`src/rtl/dmem_bytelane.sv`:
```
// dmem_bytelane: byte-addressable data memory for the single-cycle RV32I core.
//
// Purpose:
//   Little-endian byte storage with RV32I sub-word loads/stores (LB/LH/LW/LBU/LHU,
//   SB/SH/SW), misalignment / illegal-funct3 detection with a sticky error flag,
//   and an independent start/stop engine that walks the first DUMP_WORDS words.
//
// Parameters:
//   ADDR_W      byte-address bits used (memory is 2^ADDR_W bytes)
//   DUMP_WORDS  number of 32-bit words walked by the dump engine (1..2^(ADDR_W-2))
//
// Ports:
//   clk, rst_n            clock, asynchronous active-low reset
//   MemWrite, MemRead     store / load enables
//   funct3                RV32I access size/sign encoding
//   adress, Write_data    byte address (high bits alias), LSB-aligned store data
//   Read_data             combinational load result (0 when idle or faulting)
//   access_err            combinational: current access is misaligned or illegal
//   err_sticky            registered latch of any faulting access (reset-only clear)
//   dump_start            level request to run the dump
//   dump_valid/addr/data  current dumped word (addr/data forced to 0 when not valid)
//   dump_done             last word presented; held while dump_start stays high
//
// Handshake: dump_start is a level; the engine runs while it is high and returns
// to idle (counter cleared) on the first edge that samples it low.
//
// Memory contents start at zero; the synthesizable logic does not depend on it.
module dmem_bytelane #(
   parameter int ADDR_W     = 7,
   parameter int DUMP_WORDS = 8
) (
   input  logic              clk,
   input  logic              rst_n,
   input  logic              MemWrite,
   input  logic              MemRead,
   input  logic [2:0]        funct3,
   input  logic [31:0]       adress,
   input  logic [31:0]       Write_data,
   output logic [31:0]       Read_data,
   output logic              access_err,
   output logic              err_sticky,
   input  logic              dump_start,
   output logic              dump_valid,
   output logic [ADDR_W-1:0] dump_addr,
   output logic [31:0]       dump_data,
   output logic              dump_done
);

   localparam int DEPTH = 1 << ADDR_W;
   localparam int CW    = ADDR_W - 2;

   logic [7:0] mem [0:DEPTH-1];

   initial begin
      for (int i = 0; i < DEPTH; i++) mem[i] = 8'h00;
   end

   // ---------------------------------------------------------------
   // Access decode
   // ---------------------------------------------------------------
   logic [ADDR_W-1:0] a0, a1, a2, a3;
   logic [1:0]        size;
   logic              ld_illegal, st_illegal, misaligned, illegal;

   assign a0   = adress[ADDR_W-1:0];
   assign a1   = a0 + ADDR_W'(1);
   assign a2   = a0 + ADDR_W'(2);
   assign a3   = a0 + ADDR_W'(3);
   assign size = funct3[1:0];

   // Loads accept 000/001/010/100/101; stores ignore signedness so any funct3[2]=1 is illegal.
   assign ld_illegal = (size == 2'b11) | (funct3[2] & funct3[1]);
   assign st_illegal = (size == 2'b11) | funct3[2];
   assign misaligned = ((size == 2'b01) & a0[0]) | ((size == 2'b10) & (a0[1:0] != 2'b00));
   assign illegal    = (MemRead & ld_illegal) | (MemWrite & st_illegal);
   assign access_err = (MemRead | MemWrite) & (misaligned | illegal);

   // ---------------------------------------------------------------
   // Load path (combinational, sees pre-edge contents)
   // ---------------------------------------------------------------
   logic [7:0] b0, b1, b2, b3;
   assign b0 = mem[a0];
   assign b1 = mem[a1];
   assign b2 = mem[a2];
   assign b3 = mem[a3];

   always_comb begin
      Read_data = 32'h0;
      if (MemRead && !access_err) begin
         case (funct3)
            3'b000:  Read_data = {{24{b0[7]}}, b0};
            3'b001:  Read_data = {{16{b1[7]}}, b1, b0};
            3'b010:  Read_data = {b3, b2, b1, b0};
            3'b100:  Read_data = {24'h0, b0};
            3'b101:  Read_data = {16'h0, b1, b0};
            default: Read_data = 32'h0;
         endcase
      end
   end

   // ---------------------------------------------------------------
   // Store path (memory is not reset)
   // ---------------------------------------------------------------
   always_ff @(posedge clk) begin
      if (MemWrite && !access_err) begin
         mem[a0] <= Write_data[7:0];
         if (size != 2'b00) mem[a1] <= Write_data[15:8];
         if (size == 2'b10) begin
            mem[a2] <= Write_data[23:16];
            mem[a3] <= Write_data[31:24];
         end
      end
   end

   always_ff @(posedge clk or negedge rst_n) begin
      if (!rst_n)          err_sticky <= 1'b0;
      else if (access_err) err_sticky <= 1'b1;
   end

   // ---------------------------------------------------------------
   // Dump engine
   // ---------------------------------------------------------------
   typedef enum logic [1:0] {S_IDLE = 2'd0, S_RUN = 2'd1, S_DONE = 2'd2} dump_state_t;

   dump_state_t   dump_state, dump_state_nx;
   logic [CW-1:0] counter, counter_nx;
   logic          last_word;
   logic [ADDR_W-1:0] da0, da1, da2, da3;

   assign last_word = (counter == CW'(DUMP_WORDS - 1));

   always_ff @(posedge clk or negedge rst_n) begin
      if (!rst_n) begin
         dump_state <= S_IDLE;
         counter    <= '0;
      end else begin
         dump_state <= dump_state_nx;
         counter    <= counter_nx;
      end
   end

   // dump_done is raised together with the last word while still in RUN,
   // then held by DONE, which keeps presenting that same word.
   always_comb begin
      dump_state_nx = dump_state;
      counter_nx    = counter;
      dump_valid    = 1'b0;
      dump_done     = 1'b0;
      case (dump_state)
         S_IDLE: begin
            counter_nx = '0;
            if (dump_start) dump_state_nx = S_RUN;
         end
         S_RUN: begin
            dump_valid = 1'b1;
            dump_done  = last_word;
            if (!dump_start) begin
               dump_state_nx = S_IDLE;
               counter_nx    = '0;
            end else if (last_word) begin
               dump_state_nx = S_DONE;
            end else begin
               counter_nx = counter + CW'(1);
            end
         end
         S_DONE: begin
            dump_valid = 1'b1;
            dump_done  = 1'b1;
            if (!dump_start) begin
               dump_state_nx = S_IDLE;
               counter_nx    = '0;
            end
         end
         default: begin
            dump_state_nx = S_IDLE;
            counter_nx    = '0;
         end
      endcase
   end

   assign dump_addr = dump_valid ? {counter, 2'b00} : '0;
   assign da0 = dump_addr;
   assign da1 = dump_addr + ADDR_W'(1);
   assign da2 = dump_addr + ADDR_W'(2);
   assign da3 = dump_addr + ADDR_W'(3);
   assign dump_data = dump_valid ? {mem[da3], mem[da2], mem[da1], mem[da0]} : 32'h0;

endmodule

```
`config.mk`:
```
export PLATFORM = sky130hd
export DESIGN_NAME = dmem_bytelane
export DESIGN_NICKNAME = d
export VERILOG_FILES = /design/src/rtl/dmem_bytelane.sv
export SDC_FILE = /design/constraint.sdc
export NUM_CORES = 2
export LEC_CHECK = 0
export ABC_CLOCK_PERIOD_IN_PS = 8900
export CAP_MARGIN = 20
export CELL_PAD_IN_SITES_DETAIL_PLACEMENT = 1
export CELL_PAD_IN_SITES_GLOBAL_PLACEMENT = 1
export CORE_UTILIZATION = 35
export CTS_CLUSTER_DIAMETER = 100
export DETAILED_ROUTE_END_ITERATION = 8
export PLACE_DENSITY_LB_ADDON = 0.1
export SYNTH_ARGS = -nofsm -noshare
export SYNTH_HDL_FRONTEND = slang
export SYNTH_SLANG_ARGS = --single-unit
export TNS_END_PERCENT = 50
```
`constraint.sdc`:
```
create_clock -name clk -period 8.9 [get_ports clk]
set_input_delay 1.78 -clock clk [delete_from_list [all_inputs] [get_ports clk]]
set_output_delay 1.78 -clock clk [all_outputs]
set_load 0.05 [all_outputs]
```
==> impl_results.md <==
* Outcome: finished, violations left
* Violated checks: max-slew violations, negative setup slack
* Multi-input gate area at 74800 um2
* Clock Latency Late Sink at 0.89 ns
* Number of global-route vias before repair at 111k
* Logic pwr share at 0.358
* Max VDD drop at 0.000138 V
* Post-CTS Setup Inserts at 0
* Warnings from Yosys at 0
* Sequential power share at 0.304
* Final net count at 11.7k
* Share of layout cells above drive strength 1 at 0.213
* Unrepaired setup endpoints after global routing: no
* Synth Instances at 12.0k
* Area leader, netlist: edfxtp_1
* Post-synthesis sequential area ratio at 0.279
* Core box area at between 300000 and 400000 um2
* Max Buffers Root-to-Sink at 4
* Starting Density at 0.352
* Avg WL per Cell at 54.4 um
* First-pass GRT wire length at 1120000 um
* Number of CTS-inserted buffers at 143
* CP peak stage delay at just under 1 ns
* Reg2reg path depth at 8
* IO Pins at ~150
* Post-synth EDFFs at 1024
* H-tree depth at 4
* Vias post-DR at 125k
* Largest net degree at the start of global routing at 124
* Nature of the critical path endpoint: primary output
* Crit-path max FO at 17
* Slowest CP cell: o22ai_1
* Pre-CTS setup slack at 0.217 ns
* Critical path data arrival time at 7.13 ns
* Ys flop type: edfxtp_1
* Drt initial violations at 24.6k
* Residual DRC at 0
* Setup Skew at 0.00839 ns
* Die Footprint at 319000 um2
* Slew headroom at -0.0423
* Critical path's most frequent cell: buf_4
* Clk sink count at 1032
* Worst r2r dst: counter[3]$_DFFE_PN0P_
* Worst Setup SP: adress[3]
* Final worst setup slack at -0.0125 ns
* Worst-path cell chain: buf_2 -> and2_1 -> nand2_1 -> xor2_2 -> buf_4 -> nand3_1 -> o22ai_1 -> nor4_1 -> a31o_2 -> a21oi_1 -> buf_4 -> buf_12
* Vias per inst at 7.81
* GR Overflow Total at 0
* WP data required at 7.12 ns
* Max Cap Viol at 0
* Die height at 565 um
* Routed Antenna Nets at 0
* Static Leak at 45.8 nW
* Final setup violation count at 1
* Post-Syn Area per Cell at 9.28 um2
* Count of different cell masters after synthesis at just over 80
* Sw frac at 0.397
* Max Clock Freq at 112 MHz
* Worst-margin pin slew at 1.56 ns
* Worst r2r src: counter[0]$_DFFE_PN0P_
* Worst R2R Setup Slack at roughly 5.6 ns
* Internal power at roughly 0.011 W
* Synth Cell Area at 111000 um2
* Asr flop ratio synth at 0.00775
* CP Launch Type: input pin
* Final Hold Vio Count at 0
* Final HPWL DP at 624000 um
* Total global-route track usage at 0.529
* Yosys top cell area share at 0.277
* FILL cells at 35.2k
* Sw Pwr at slightly above 0.007 W
* Post-CTS Hold Buffers at 0
* Number of synthesized register bits at 1032
* Register Area at approximately 31000 um2
* Final Max Slew Viols at 19
* Capture point of the worst path: Read_data[17]
* Hold Path Class: flop to flop
* Width of the die at 565 um
* Period minus WS final at 8.91 ns
* GP Congestion at 1.17
* Total Wirelength at 871000 um
* CP Class: input pin to primary output
* Area contributors post-synth: edfxtp_1 28%, mux4_2 23%, mux2i_1 9.8%
* Initial antenna violation count at 120
* Number of cell rows at 206
* DR pass1 iterations at 7
* Final period utilization at 1.00
* Hold Slack at about 0.47 ns
* CTS tree: yes
* CTS resizes at 0
* Clk pwr share at 0.338
* Clk slew on worst S/H paths at roughly 0.060 ns
* Final Non-Filler Cells at 16.0k
* Power Total at 0.0179 W
* CTS root buf: clkbuf_16
* Area Overhead vs Synth at 12.3%
* Dpl cells at 15.6k
* Port Buf Inserts at 119
* Pwr dens at roughly 140 nW/um2
-- worst min path at each step --
| stage | start | slack [ns] | end | depth (start not counted) |
|---|---|---|---|---|
| after CTS | err_sticky$_DFFE_PN0P_ | 0.48 | err_sticky$_DFFE_PN0P_ | 1 |
| after global routing | err_sticky$_DFFE_PN0P_ | 0.51 | err_sticky$_DFFE_PN0P_ | 1 |
| after detailed placement | err_sticky$_DFFE_PN0P_ | 0.47 | err_sticky$_DFFE_PN0P_ | 1 |
| final | err_sticky$_DFFE_PN0P_ | 0.47 | err_sticky$_DFFE_PN0P_ | 1 |
| after floorplan | dump_state[1]$_DFFE_PN0P_ | 0.54 | dump_state[1]$_DFFE_PN0P_ | 2 |
| after global placement | err_sticky$_DFFE_PN0P_ | 0.45 | err_sticky$_DFFE_PN0P_ | 1 |
-- power groups by stage --
stage               registers, W  clock network (W)  logic (W)
finish                   0.00543            0.00604    0.00640
global route             0.00542            0.00617    0.00623
CTS                      0.00542            0.00603    0.00595
detailed placement       0.00552                  0    0.00593
global placement         0.00552                  0    0.00588
floorplan                0.00547                  0    0.00315
-- cells by family after synthesis --
kind of cell,after synthesis,share of synthesized area
simple gates,4274,0.164
compound gates,2911,0.163
mux,2317,0.337
buf+inv,1402,0.0544
flops,1032,0.279
xor+xnor,14,0.00134
fa+ha+maj,10,0.00113
other cells,1,0.0000338
-- final cells by class --
| cell class | count | share of cell area |
|---|---|---|
| inverters | 17 | 0.000612 |
| repair buffers | 923 | 0.0696 |
| clock buffers | 164 | 0.0295 |
| multi-input cells | 9528 | 0.600 |
| flip-flops and latches | 1032 | 0.248 |
| diodes | 109 | 0.00219 |
| clock inverters | 78 | 0.00739 |
| well taps | 4160 | 0.0418 |
-- placed cells by master, fill, tap and decap left out, types with 20 or more instances in the layout --
cell             instances
clkbuf_16              144
diode_2                109
buf_4                  709
nor2_1                 632
nand3b_1                31
clkdlybuf4s50_1         48
a221oi_1                39
nor2b_1                 77
a21oi_1                835
and2_1                  21
o211ai_1               181
nand4_1                 86
clkinv_2                23
buf_6                   25
nand3_1                870
a21o_1                 340
a31oi_1                 32
edfxtp_1              1024
o21ai_0                704
a211oi_1               349
mux2_2                 113
buf_12                 112
a32oi_1                101
mux4_2                1121
o21ai_1                 36
o2111ai_1               20
nand2_1               2329
or3_1                   20
clkbuf_1                20
nor2_2                  39
mux2i_1               1082
a22oi_1                 61
o22ai_1                114
nor3_1                  30
-- through the flow --
step	cell area (um2)	TNS (ns)	utilization
final	125000	-0.0125	0.395
after global routing	124000	0	0.395
after CTS	124000	0	0.394
after detailed placement	119000	0	0.379
after global placement	119000	0	0.379
after floorplan	111000	0	-
-- worst max-delay path, delay by kind of cell --
family | cells | cell delay (ns)
XOR/XNOR | 1 | 0.41
AO/OA/AOI/OAI | 3 | 1.44
buffers and inverters | 4 | 1.49
AND/OR/NAND/NOR | 4 | 1.95
-- layer usage --
layer,track usage,up-vias,part of all wire
li1,-,45300,-
met1,0.660,64500,0.36
met2,0.711,12400,0.39
met3,0.260,2811,0.16
met4,0.352,56,0.082
met5,0.0134,-,0.0010
-- sequential cells by signal, indices dropped and copies added (netlist names) --
name        flops
counter         5
dump_state      2
err_sticky      1
mem          1024
-- synthesized netlist by cell type, types with 31 or more instances --
cell type / number
a211oi_1: 349
a21o_1: 340
a21oi_1: 835
a221oi_1: 43
a22oi_1: 61
a31oi_1: 32
a32oi_1: 102
buf_1: 101
buf_2: 374
buf_4: 71
clkbuf_1: 834
edfxtp_1: 1024
mux2_2: 113
mux2i_1: 1083
mux4_2: 1121
nand2_1: 2340
nand3_1: 871
nand3b_1: 31
nand4_1: 86
nor2_1: 651
nor2_2: 33
nor2b_1: 82
nor3_1: 48
o211ai_1: 181
o21ai_0: 704
o21ai_1: 38
o22ai_1: 114
Note: power is estimated with default switching activity, not from simulation.
